## config.mk

```make
export PLATFORM = sky130hd
export DESIGN_NAME = id_decode_stage
export DESIGN_NICKNAME = d
export VERILOG_FILES = /design/src/rtl/id_pkg.sv /design/src/rtl/id_field_extract.sv /design/src/rtl/id_decode_stage.sv
export SDC_FILE = /design/constraint.sdc
export NUM_CORES = 1
export LEC_CHECK = 0
export CAP_MARGIN = 10
export CORE_MARGIN = 10
export CORE_UTILIZATION = 55
export DETAILED_ROUTE_END_ITERATION = 8
export DONT_BUFFER_PORTS = 1
export GPL_TIMING_DRIVEN = 0
export PLACE_DENSITY = 0.7
export SYNTH_ARGS = -nofsm -noshare
export SYNTH_HDL_FRONTEND = slang
export SYNTH_SLANG_ARGS = --single-unit
```

## constraint.sdc

```tcl
create_clock -name clk -period 2.7 [get_ports clk]
set_input_delay 0.54 -clock clk [delete_from_list [all_inputs] [get_ports clk]]
set_output_delay 0.54 -clock clk [all_outputs]
set_load 0.005 [all_outputs]
```

## src/rtl/id_pkg.sv

```systemverilog
`default_nettype none
// ============================================================================
// Module      : id_pkg
// Description : Shared constants, types and helpers for the MIPS
//               instruction-decode stage: opcode/funct codes, instruction
//               class enum, field bit positions and the legality check used
//               when ID_ILLEGAL_DETECT_EN is defined.
// Revision    : 1.0 - initial release
// ============================================================================
package id_pkg;

    // Primary opcodes, instr[31:26]
    localparam logic [5:0] OP_RTYPE = 6'h00;
    localparam logic [5:0] OP_J     = 6'h02;
    localparam logic [5:0] OP_JAL   = 6'h03;
    localparam logic [5:0] OP_BEQ   = 6'h04;
    localparam logic [5:0] OP_BNE   = 6'h05;
    localparam logic [5:0] OP_ADDI  = 6'h08;
    localparam logic [5:0] OP_ADDIU = 6'h09;
    localparam logic [5:0] OP_SLTI  = 6'h0A;
    localparam logic [5:0] OP_SLTIU = 6'h0B;
    localparam logic [5:0] OP_ANDI  = 6'h0C;
    localparam logic [5:0] OP_ORI   = 6'h0D;
    localparam logic [5:0] OP_XORI  = 6'h0E;
    localparam logic [5:0] OP_LUI   = 6'h0F;
    localparam logic [5:0] OP_LW    = 6'h23;
    localparam logic [5:0] OP_SW    = 6'h2B;

    // R-type function codes, instr[5:0]
    localparam logic [5:0] FN_SLL  = 6'h00;
    localparam logic [5:0] FN_SRL  = 6'h02;
    localparam logic [5:0] FN_SRA  = 6'h03;
    localparam logic [5:0] FN_JR   = 6'h08;
    localparam logic [5:0] FN_ADD  = 6'h20;
    localparam logic [5:0] FN_ADDU = 6'h21;
    localparam logic [5:0] FN_SUB  = 6'h22;
    localparam logic [5:0] FN_SUBU = 6'h23;
    localparam logic [5:0] FN_AND  = 6'h24;
    localparam logic [5:0] FN_OR   = 6'h25;
    localparam logic [5:0] FN_XOR  = 6'h26;
    localparam logic [5:0] FN_NOR  = 6'h27;
    localparam logic [5:0] FN_SLT  = 6'h2A;
    localparam logic [5:0] FN_SLTU = 6'h2B;

    // Field bit positions within the 32-bit instruction word
    localparam int OPCODE_MSB = 31;
    localparam int OPCODE_LSB = 26;
    localparam int RS_MSB     = 25;
    localparam int RS_LSB     = 21;
    localparam int RT_MSB     = 20;
    localparam int RT_LSB     = 16;
    localparam int RD_MSB     = 15;
    localparam int RD_LSB     = 11;
    localparam int SHAMT_MSB  = 10;
    localparam int SHAMT_LSB  = 6;
    localparam int FUNCT_MSB  = 5;
    localparam int FUNCT_LSB  = 0;
    localparam int IMM_MSB    = 15;
    localparam int IMM_LSB    = 0;
    localparam int JADDR_MSB  = 25;
    localparam int JADDR_LSB  = 0;

    typedef enum logic [1:0] {
        ITYPE_R = 2'd0,
        ITYPE_I = 2'd1,
        ITYPE_J = 2'd2
    } itype_t;

    // True when the word is outside the supported MIPS subset.
    function automatic logic is_illegal(input logic [31:0] instr);
        logic [5:0] op;
        logic [5:0] fn;
        op = instr[OPCODE_MSB:OPCODE_LSB];
        fn = instr[FUNCT_MSB:FUNCT_LSB];
        case (op)
            OP_RTYPE: begin
                case (fn)
                    FN_SLL, FN_SRL, FN_SRA, FN_JR, FN_ADD, FN_ADDU, FN_SUB,
                    FN_SUBU, FN_AND, FN_OR, FN_XOR, FN_NOR, FN_SLT,
                    FN_SLTU:  is_illegal = 1'b0;
                    default:  is_illegal = 1'b1;
                endcase
            end
            OP_J, OP_JAL, OP_BEQ, OP_BNE, OP_ADDI, OP_ADDIU, OP_SLTI,
            OP_SLTIU, OP_ANDI, OP_ORI, OP_XORI, OP_LUI, OP_LW,
            OP_SW:    is_illegal = 1'b0;
            default:  is_illegal = 1'b1;
        endcase
    endfunction

endpackage : id_pkg
`default_nettype wire

```

## src/rtl/id_field_extract.sv

```systemverilog
`default_nettype none
// ============================================================================
// Module      : id_field_extract
// Description : Purely combinational field slicer for a 32-bit MIPS word.
//               Produces register/shift/function fields, the extended
//               immediate (zero-extend for andi/ori/xori, upper-placed for
//               lui, sign-extend otherwise), jump target and instruction
//               class.
// Ports       : instr   - 32-bit instruction word
//               opcode/rs/rt/rd/shamt/funct/jaddr - raw field slices
//               imm_ext - IMM_W-bit extended immediate
//               itype   - R / I / J class
// Revision    : 1.0 - initial release
// ============================================================================
module id_field_extract
    import id_pkg::*;
#(
    parameter int IMM_W = 32
) (
    input  logic [31:0]      instr,
    output logic [5:0]       opcode,
    output logic [4:0]       rs,
    output logic [4:0]       rt,
    output logic [4:0]       rd,
    output logic [4:0]       shamt,
    output logic [5:0]       funct,
    output logic [IMM_W-1:0] imm_ext,
    output logic [25:0]      jaddr,
    output itype_t           itype
);

    logic [15:0]      w_imm16;
    logic [IMM_W-1:0] w_zext;
    logic [IMM_W-1:0] w_sext;
    logic [IMM_W-1:0] w_lui;

    assign opcode  = instr[OPCODE_MSB:OPCODE_LSB];
    assign rs      = instr[RS_MSB:RS_LSB];
    assign rt      = instr[RT_MSB:RT_LSB];
    assign rd      = instr[RD_MSB:RD_LSB];
    assign shamt   = instr[SHAMT_MSB:SHAMT_LSB];
    assign funct   = instr[FUNCT_MSB:FUNCT_LSB];
    assign jaddr   = instr[JADDR_MSB:JADDR_LSB];
    assign w_imm16 = instr[IMM_MSB:IMM_LSB];

    // Size casts keep this valid down to IMM_W == 16, where a zero-width
    // replication would otherwise be needed.
    assign w_zext = IMM_W'(w_imm16);
    assign w_sext = IMM_W'($signed(w_imm16));
    assign w_lui  = w_zext << (IMM_W - 16);

    always_comb begin
        imm_ext = w_sext;
        case (opcode)
            OP_ANDI, OP_ORI, OP_XORI: imm_ext = w_zext;
            OP_LUI:                   imm_ext = w_lui;
            default:                  imm_ext = w_sext;
        endcase
    end

    always_comb begin
        itype = ITYPE_I;
        case (opcode)
            OP_RTYPE:    itype = ITYPE_R;
            OP_J, OP_JAL: itype = ITYPE_J;
            default:     itype = ITYPE_I;
        endcase
    end

endmodule : id_field_extract
`default_nettype wire

```

## src/rtl/id_decode_stage.sv

```systemverilog
`default_nettype none
// ============================================================================
// Module      : id_decode_stage
// Description : Registered MIPS instruction-decode stage. Instruction + PC
//               arrive over valid/ready and are held in a main register
//               backed by a one-entry skid register, so in_ready is a pure
//               register output (no combinational path from out_ready).
//               Decoded fields are sliced combinationally from the main
//               register. flush drops everything held.
// Ports       : clk, rst_n (async, active low), flush
//               in_valid/in_ready/in_instr/in_pc   - upstream handshake
//               out_valid/out_ready/out_pc          - downstream handshake
//               opcode, rs, rt, rd, shamt, funct, imm_ext, jaddr, itype
//               illegal (only with ID_ILLEGAL_DETECT_EN)
// Options     : define ID_ILLEGAL_DETECT_EN to add the illegal output.
// Revision    : 1.0 - initial release
// ============================================================================
module id_decode_stage
    import id_pkg::*;
#(
    parameter int PC_W  = 32,
    parameter int IMM_W = 32
) (
    input  logic             clk,
    input  logic             rst_n,
    input  logic             flush,
    input  logic             in_valid,
    output logic             in_ready,
    input  logic [31:0]      in_instr,
    input  logic [PC_W-1:0]  in_pc,
    output logic             out_valid,
    input  logic             out_ready,
    output logic [PC_W-1:0]  out_pc,
    output logic [5:0]       opcode,
    output logic [4:0]       rs,
    output logic [4:0]       rt,
    output logic [4:0]       rd,
    output logic [4:0]       shamt,
    output logic [5:0]       funct,
    output logic [IMM_W-1:0] imm_ext,
    output logic [25:0]      jaddr,
`ifdef ID_ILLEGAL_DETECT_EN
    output logic             illegal,
`endif
    output logic [1:0]       itype
);

    logic [31:0]     r_main_instr;
    logic [PC_W-1:0] r_main_pc;
    logic            r_out_valid;
    logic [31:0]     r_skid_instr;
    logic [PC_W-1:0] r_skid_pc;
    logic            r_skid_valid;
`ifdef ID_ILLEGAL_DETECT_EN
    logic            r_main_illegal;
    logic            r_skid_illegal;
`endif

    logic   w_in_xfer;
    logic   w_out_xfer;
    itype_t w_itype;

    assign in_ready   = ~r_skid_valid;
    assign out_valid  = r_out_valid;
    assign out_pc     = r_main_pc;
    assign w_in_xfer  = in_valid & ~r_skid_valid;
    assign w_out_xfer = r_out_valid & out_ready;

    // Skid occupied implies main occupied, so the branches below cover:
    // refill main from skid, load/drain main directly, or park the input
    // in skid while downstream is stalled.
    always_ff @(posedge clk or negedge rst_n) begin
        if (!rst_n) begin
            r_main_instr   <= '0;
            r_main_pc      <= '0;
            r_out_valid    <= 1'b0;
            r_skid_instr   <= '0;
            r_skid_pc      <= '0;
            r_skid_valid   <= 1'b0;
`ifdef ID_ILLEGAL_DETECT_EN
            r_main_illegal <= 1'b0;
            r_skid_illegal <= 1'b0;
`endif
        end else if (flush) begin
            // Data registers intentionally keep stale contents.
            r_out_valid  <= 1'b0;
            r_skid_valid <= 1'b0;
        end else if (w_out_xfer && r_skid_valid) begin
            r_main_instr   <= r_skid_instr;
            r_main_pc      <= r_skid_pc;
            r_out_valid    <= 1'b1;
            r_skid_valid   <= 1'b0;
`ifdef ID_ILLEGAL_DETECT_EN
            r_main_illegal <= r_skid_illegal;
`endif
        end else if ((!r_out_valid || out_ready) && !r_skid_valid) begin
            r_out_valid <= w_in_xfer;
            if (w_in_xfer) begin
                r_main_instr   <= in_instr;
                r_main_pc      <= in_pc;
`ifdef ID_ILLEGAL_DETECT_EN
                r_main_illegal <= is_illegal(in_instr);
`endif
            end
        end else if (w_in_xfer) begin
            r_skid_instr   <= in_instr;
            r_skid_pc      <= in_pc;
            r_skid_valid   <= 1'b1;
`ifdef ID_ILLEGAL_DETECT_EN
            r_skid_illegal <= is_illegal(in_instr);
`endif
        end
    end

`ifdef ID_ILLEGAL_DETECT_EN
    assign illegal = r_main_illegal;
`endif

    id_field_extract #(
        .IMM_W   (IMM_W)
    ) u_field_extract (
        .instr   (r_main_instr),
        .opcode  (opcode),
        .rs      (rs),
        .rt      (rt),
        .rd      (rd),
        .shamt   (shamt),
        .funct   (funct),
        .imm_ext (imm_ext),
        .jaddr   (jaddr),
        .itype   (w_itype)
    );

    assign itype = w_itype;

endmodule : id_decode_stage
`default_nettype wire

```

# Word-level counts from Yosys, hierarchy flattened
# Cells that the tools add are included.
# W data, S select, Z words.
dict set report totals {
  ff_bits 130
  latch_bits 0
  mem_bits_rw 0
  romBits 0
  inputBits 69
  out_inout_bits 126
  word_cells 49
  n_memories 0
}
dict set report classes {
  n_addsub 0
  mul 0
  div 0
  magnitude_cmp 0
  n_eq_ne 7
  shift 0
  muxes 15
  bitwise_logic 6
  reduce_logical 15
}
# op count
set ops {}
lappend ops {{$mux W32} 6}
lappend ops {{$pmux W32 S2} 1}
lappend ops {{$eq A6 B4 Y1 const B} 4}
lappend ops {{$eq A6 B2 Y1 const B} 2}
lappend ops {{$mux W1} 7}
lappend ops {{$logic_not A6 Y1} 1}
lappend ops {{$reduce_bool A3 Y1} 2}
lappend ops {{$not A1 Y1} 4}
lappend ops {{$pmux W2 S2} 1}
lappend ops {{$reduce_and A4 Y1} 1}
lappend ops {{$reduce_bool A2 Y1} 2}
lappend ops {{$ne A3 B3 Y1 const B} 1}
lappend ops {{$reduce_and A3 Y1} 1}
lappend ops {{$reduce_or A3 Y1} 1}
lappend ops {{$and A1 B1 Y1} 2}
lappend ops {{$logic_and A1 B1 Y1} 2}
lappend ops {{$logic_not A1 Y1} 2}
lappend ops {{$reduce_and A2 Y1} 1}
lappend ops {{$reduce_or A2 Y1} 1}
lappend ops {{$logic_or A1 B1 Y1} 1}

# Longest topological paths before layout
# Gate-level depths: netlist of run 1.
dict set report depth {
  word_depth 6
  depth_mapped 5
  depth_no_buf 3
}

# Cells and area by module
# A second synthesis of run 1 with hierarchy kept.
dict set report unflattened {
  hier_cells 473
  hier_area_um2 6683.9
}
# module n_inst cells_each area_each_um2 seq_area_each_um2
set modules_own_cells {}
lappend modules_own_cells {id_decode_stage 1 353 5720.5 3253.1}
lappend modules_own_cells {id_field_extract 1 120 963.4 0.0}

# Worst setup path before layout of run 1
# Ideal clock, no wire load.
dict set report synth_timing {
  path_kind {reg2out}
  startpoint {register r_main_instr[31]}
  endpoint {output imm_ext[23]}
  arrival_time_ps 1437
  required_time_ps 2160
  slack_ps 723
  path_stages_with_launch 5
  path_buffers 1
  cell_sequence {dfrtp_1 nor4bb_1 and3_1 clkbuf_1 a21o_1}
}
dict set report synth_between {
  elab_chain_cells 3
  elab_cells_between_ends 6
  classes_between {eq/ne: 4; mux: 1; reduce/logical: 1}
}
# element line
set synth_lines {}
lappend synth_lines {{from (decl)} id_decode_stage.sv:48} ;# logic [31:0] r_main_instr;
lappend synth_lines {{from (signal assigned)} id_decode_stage.sv:89} ;# r_main_instr <= r_skid_instr;
lappend synth_lines {{from (signal assigned)} id_decode_stage.sv:99} ;# r_main_instr <= in_instr;
lappend synth_lines {{$eq A6 B4 Y1} id_field_extract.sv:54} ;# case (opcode)
lappend synth_lines {{$reduce_or A3 Y1} id_field_extract.sv:54}
lappend synth_lines {{$pmux W32 S2 (*)} id_field_extract.sv:54}
lappend synth_lines {{to (decl)} id_decode_stage.sv:40} ;# output logic [IMM_W-1:0] imm_ext,
# Mark *: on every way between the ends. The rest lies on a longest branch, timed or not.

# Worst setup path after layout of run 1
dict set report layout_timing {
  startpoint {register r_main_instr[31]}
  endpoint {output imm_ext[30]}
}
# Same word-level chain as after synthesis.

==> qor.yml, run 1 <==
fin_crit_ps: 2560
areaGrowthSynthToFinish_pct: 12.3
p_total_mw: 6.14
clock_sinks: 130
clockBufferDepth: 2
p_seq_frac: 0.462
end_kind: "output pin"
cp_slowest_stage_delay_ps: 460
synth-compound-area-share: 0.0245
rows: 39
synthFlopType: "dfrtp_1"
overflow: 0
post-route-period-util: 0.948
async_reset_ff_frac: 1.00
yosys.area_share.simple: 0.0310
drcViolationCount: 0
grt_first_pass_wirelength_mm: 22.0
gp_congestion: 0.727
pre_cts_ws_ps: 127
cp_cell_sequence: "nor4bb_4 > and3_1 > clkbuf_2 > a21o_1"
dr_total_vias: 3415
clock.fmax_ghz: 0.390
antenna_cells: 0
ys_ff_latch: 130
die_y_um: 127
clockPowerShare: 0.367
clk_latency_ps: 410
syn-cell-area_um2: 6340
clockRootBuffer: "clkbuf_16"
cts_buffers: 17
synth_area_leader_cell: "dfrtp_1"
grt_max_degree: 131
pwr_density_cell_nw_per_um2: 863
portBuffers: 0
path_class: "reg -> out"
p_comb_frac: 0.172
ys_seq_area_frac: 0.513
final_common_cell: "mux2_2"
busiest_layer: "met2"
netSwitchingPower_mw: 1.52
synthesis.instances: 425
use_met3: 0.109
viasPerCell: 5.71
fin_ws_ps: 139
utilization: 0.626
drv_cap: 0
swShare: 0.248
p_int_mw: 4.62
outcome: "complete, but fails checks"
muxShareOfSynthArea: 0.370
firstDrtPassIters: 4
grtUsageMet2: 0.283
synthAdderAreaFrac: 0
die_w_um: 127
antenna_left: 0
cts_setup_buffers: 0
synth_top_area_share: 0.513
syn_area_per_cell_um2: 14.9
synth_warnings: 0
crit_arrival_ps: 2020
slew_viol_final: 0
cpMaxStageDelayCell: "dfrtp_1"
synth_edf_count: 0
required_ps: 2160
dp_hpwl_mm: 10.2
cts_tree: "built"
htree_levels: 4
rsz0062_at_grt: "false"
coreArea_um2: 11400
mostFrequentLayoutCells: "mux2_2 (139), dfrtp_1 (130), mux2_4 (49), buf_4 (26)"
cts.clk_slew.worst_paths_ps: 50
synth-xor-area-share: 0
skew_ps: 5.82
use_met1: 0.178
finalSetupTns_ps: 0
power.leakage_nw: 3.36
synth_top_family_by_area: "multiplexers"
grt_usage: 0.174
setup_viol_count_final: 0
drt-total-wl_mm: 14.1
antenna_found_initial: 0
pin_count: 195
peakVddDrop_mv: 0.857
worst_slew_pin_slew_ps: 697
drive_gt1_frac: 0.578
hold_path_class: "in -> async"
drt_first_iter_violations: 154
dieArea_um2: 16200
grt_pass1_vias: 3794
worstSetupStartpointType: "flop"
relSlewSlack: 0.534
ys_types: 27
fillers: 869
synthTopCellsByArea: "dfrtp_1 (51%), mux2_2 (25%), mux2_4 (12%)"
failed_checks: "hold timing"
synthesis.nets: 494
worstPathMaxFanout: 10
initial_core_util: 0.557
avgRoutedWirePerCell_um: 23.6
num-nets-final: 513
hold_viol: 130
timing.hold.ws_ps: -180
==> area by class of cell <==
class / instances / area [um2] / area share
clock inverters: 4 / 72.6 / 0.0102
inverters: 3 / 11.3 / 0.00158
flip-flops and latches: 130 / 3250 / 0.457
clock buffers: 26 / 509 / 0.0715
well taps: 143 / 179 / 0.0251
plain buffers: 50 / 384 / 0.0540
multi-input cells: 242 / 2710 / 0.381
==> sequential cells by signal, indices dropped and copies added (netlist names) <==
register,cells
out_valid,1
r_skid_pc,32
r_main_instr,32
r_skid_instr,32
r_skid_valid,1
out_pc,32
==> synth_stat cells, types with 2 or more instances <==
cell and number:
mux2_1 2, nor2b_1 17, mux2_2 139, dfrtp_1 130, nand2_1 3, inv_1 3, buf_2 3, buf_6 12
buf_4 26, a21o_1 15, mux2i_1 2, clkbuf_1 9, o21ai_0 2, mux2_4 49
==> path summary, 6_finish.rpt <==
kind | cells after the start | to | slack (ps) | start
hold reg to reg | 1 | r_skid_pc[9] | 500 | r_skid_pc[9]
min in group clk | 1 | out_valid | 190 | flush
setup reg to reg | 5 | r_main_instr[9] | 540 | out_valid
setup / recovery | 4 | imm_ext[30] | 140 | r_main_instr[31]
hold / removal | 0 | r_skid_pc[28] | -180 | rst_n
max in group asynchronous | 0 | r_main_instr[20] | 2730 | rst_n
==> worst max-delay path: cells and delay by family, from the launching register on <==
| family | cells | cell delay (ps) |
|---|---|---|
| simple gates | 2 | 680 |
| compound gates | 1 | 200 |
| flops | 1 | 460 |
| buf+inv | 1 | 260 |
==> per-layer routing <==
layer,vias up,routed length [um]
met5,-,0
met4,0,227
met3,19,1790
met2,134,7030
met1,1759,5090
li1,1503,-
==> cells by family after synthesis <==
logic type      count (synthesis)
mux                           192
flops                         130
buf+inv                        53
simple gates                   30
compound gates                 20
==> power by group through the flow <==
stage	sequential [mW]	clock, mW	combinational, mW
final	2.84	2.25	1.05
after floorplan	2.71	0	0.931
after detailed placement	2.87	0	1.07
after global routing	2.91	2.38	1.15
after global placement	2.84	0	1.03
after CTS	2.85	2.31	1.08
==> stage by stage <==
step           area (um2)  std cells
3_3_place_gp         6520        568
6_report             7120        598
4_1_cts              7120        598
3_5_place_dp         6520        568
5_1_grt              7120        598
2_1_floorplan        6340        425
==> what timing repair did <==
action                                  4_1_cts  5_1_grt
resized for setup                             5        2
hold endpoints to repair                    130      130
endpoints found under the setup margin       30       10
Power figures use the tool's default switching activity.
==> run 2, diff against run 1 <==
SYNTH_HIERARCHICAL = 1   (was default)
==> qor.yml, run 2 <==
outcome: "complete, but fails checks"
failed_checks: "hold timing"
initial_core_util: 0.559
path_class: "reg -> out"
utilization: 0.623
worst_slew_pin_slew_ps: 809
coreArea_um2: 12000
dr_total_vias: 3643
synthesis.nets: 542
ys_ff_latch: 130
drive_gt1_frac: 0.620
dp_hpwl_mm: 10.8
hold_viol: 130
syn_area_per_cell_um2: 14.1
required_ps: 2160
overflow: 0
crit_arrival_ps: 1950
busiest_layer: "met2"
power.leakage_nw: 3.35
drcViolationCount: 0
syn-cell-area_um2: 6680
finalSetupTns_ps: 0
cts_resized: 0
viasPerCell: 5.59
cts_buffers: 17
gp_congestion: 0.744
clockPowerShare: 0.365
fillers: 944
synthTopCellsByArea: "dfrtp_1 (49%), mux2_2 (29%), mux2_4 (6.7%)"
ys_types: 24
firstDrtPassIters: 4
pin_count: 195
cts_tree: "built"
synth_warnings: 6
p_comb_frac: 0.191
synth_edf_count: 0
clockBufferDepth: 2
die_y_um: 130
hold_path_class: "in -> async"
reg2reg_to: "r_main_instr[29]"
rr_worst_depth: 4
num-nets-final: 561
drv_cap: 0
synthesis.instances: 473
clockRootBuffer: "clkbuf_16"
worstSetupStartpointType: "flop"
dieArea_um2: 17000
swShare: 0.245
pwr_density_cell_nw_per_um2: 833
p_int_mw: 4.68
timing.hold.ws_ps: -173
ys_seq_area_frac: 0.487
end_kind: "output pin"
areaGrowthSynthToFinish_pct: 11.5
setup_viol_count_final: 0
antenna_left: 0
p_seq_frac: 0.444
clock_sinks: 130
grtUsageMet2: 0.280
grt_max_degree: 131
mostFrequentLayoutCells: "mux2_2 (174), dfrtp_1 (130), buf_4 (59), mux2_4 (30)"
avgRoutedWirePerCell_um: 22.5
rsz0062_at_grt: "false"
clk_latency_ps: 410
use_met1: 0.190
antenna_cells: 0
skew_ps: 7.47
rows: 40
reg2reg_slack_ps: 610
p_total_mw: 6.20
cts_setup_buffers: 0
portBuffers: 0
grt_usage: 0.175
clock.fmax_ghz: 0.402
cts.clk_slew.worst_paths_ps: 60
grt_first_pass_wirelength_mm: 22.5
die_w_um: 130
drt_first_iter_violations: 149
slew_viol_final: 0
relSlewSlack: 0.461
synthFlopType: "dfrtp_1"
netSwitchingPower_mw: 1.52
grt_pass1_vias: 3971
timing.rr.start: "out_valid"
htree_levels: 4
drt-total-wl_mm: 14.7
worstPathMaxFanout: 11
peakVddDrop_mv: 0.538
antenna_found_initial: 0
dpl.cell_count: 620
final_common_cell: "mux2_2"
synth_most_common_cell: "mux2_2"
synth_area_leader_cell: "dfrtp_1"
synth.cells.most_frequent: "mux2_2 (174), dfrtp_1 (130), buf_4 (59)"
synth_top_area_share: 0.487
use_met3: 0.0998
async_reset_ff_frac: 1.00
fin_crit_ps: 2490
final_cells: 652
post-route-period-util: 0.921
## run 2: cell types whose count changed in the layout (fill, tap and decap cells not counted), sizes merged, moves of 2 or more
cell / change
clkbuf: -3
buf: +40
a21boi: +16
a21o: -15
nor2b: -17
mux2: +17
mux2i: -2
and3: +14
## run 2: logic make-up after synthesis
group | share of synthesized area
AOI/OAI and AO/OA | 0.0266
and+or+nand+nor | 0.0245
DFF | 0.487
buffers and inverters | 0.0966
muxes | 0.366
## run 2: metrics by stage
step	cell area (um2)	hold WS, ps	worst slack [ps]
2_1_floorplan	6680	244	894
3_3_place_gp	6870	249	656
3_5_place_dp	6870	249	620
4_1_cts	7450	-192	213
5_1_grt	7450	-199	28.2
6_report	7450	-173	214
## run 2: how the worst max path moves through the flow
stage / startpoint / endpoint / slack (ps) / cells after the start
final: r_main_instr[26] / imm_ext[1] / 210 / 3
after global routing: r_main_instr[26] / imm_ext[1] / 30 / 3
after CTS: r_main_instr[30] / imm_ext[19] / 210 / 4
after detailed placement: out_valid / r_main_instr[29] / 620 / 4
after global placement: out_valid / r_main_instr[23] / 660 / 4
after floorplan: r_main_instr[31] / imm_ext[19] / 890 / 4
## run 2: cell type report
class,instances,area (um2),share of cell area
Clock inverter,5,100,0.0134
Sequential cell,130,3250,0.437
Tap cell,147,184,0.0247
Inverter,4,15.0,0.00202
Clock buffer,27,483,0.0648
Buffer,86,631,0.0846
Multi-Input combinational cell,253,2790,0.374
## run 2: routing by layer
layer / vias to the layer above / part of all wire
li1: 1659 / -
met1: 1838 / 0.38
met2: 132 / 0.48
met3: 14 / 0.13
met4: 0 / 0.012
met5: - / 0
## run 2: power by group through the flow
stage | clock (mW) | combinational (mW) | sequential (mW)
detailed placement | 0 | 1.21 | 2.80
CTS | 2.31 | 1.21 | 2.77
floorplan | 0 | 1.04 | 2.66
global route | 2.41 | 1.29 | 2.83
global placement | 0 | 1.17 | 2.77
finish | 2.27 | 1.18 | 2.76
## run 2: worst max-delay path: stages, from the launching register on
cell and delay, ps:
dfrtp_1 550, and2_0 340, clkbuf_1 390, a21boi_0 260
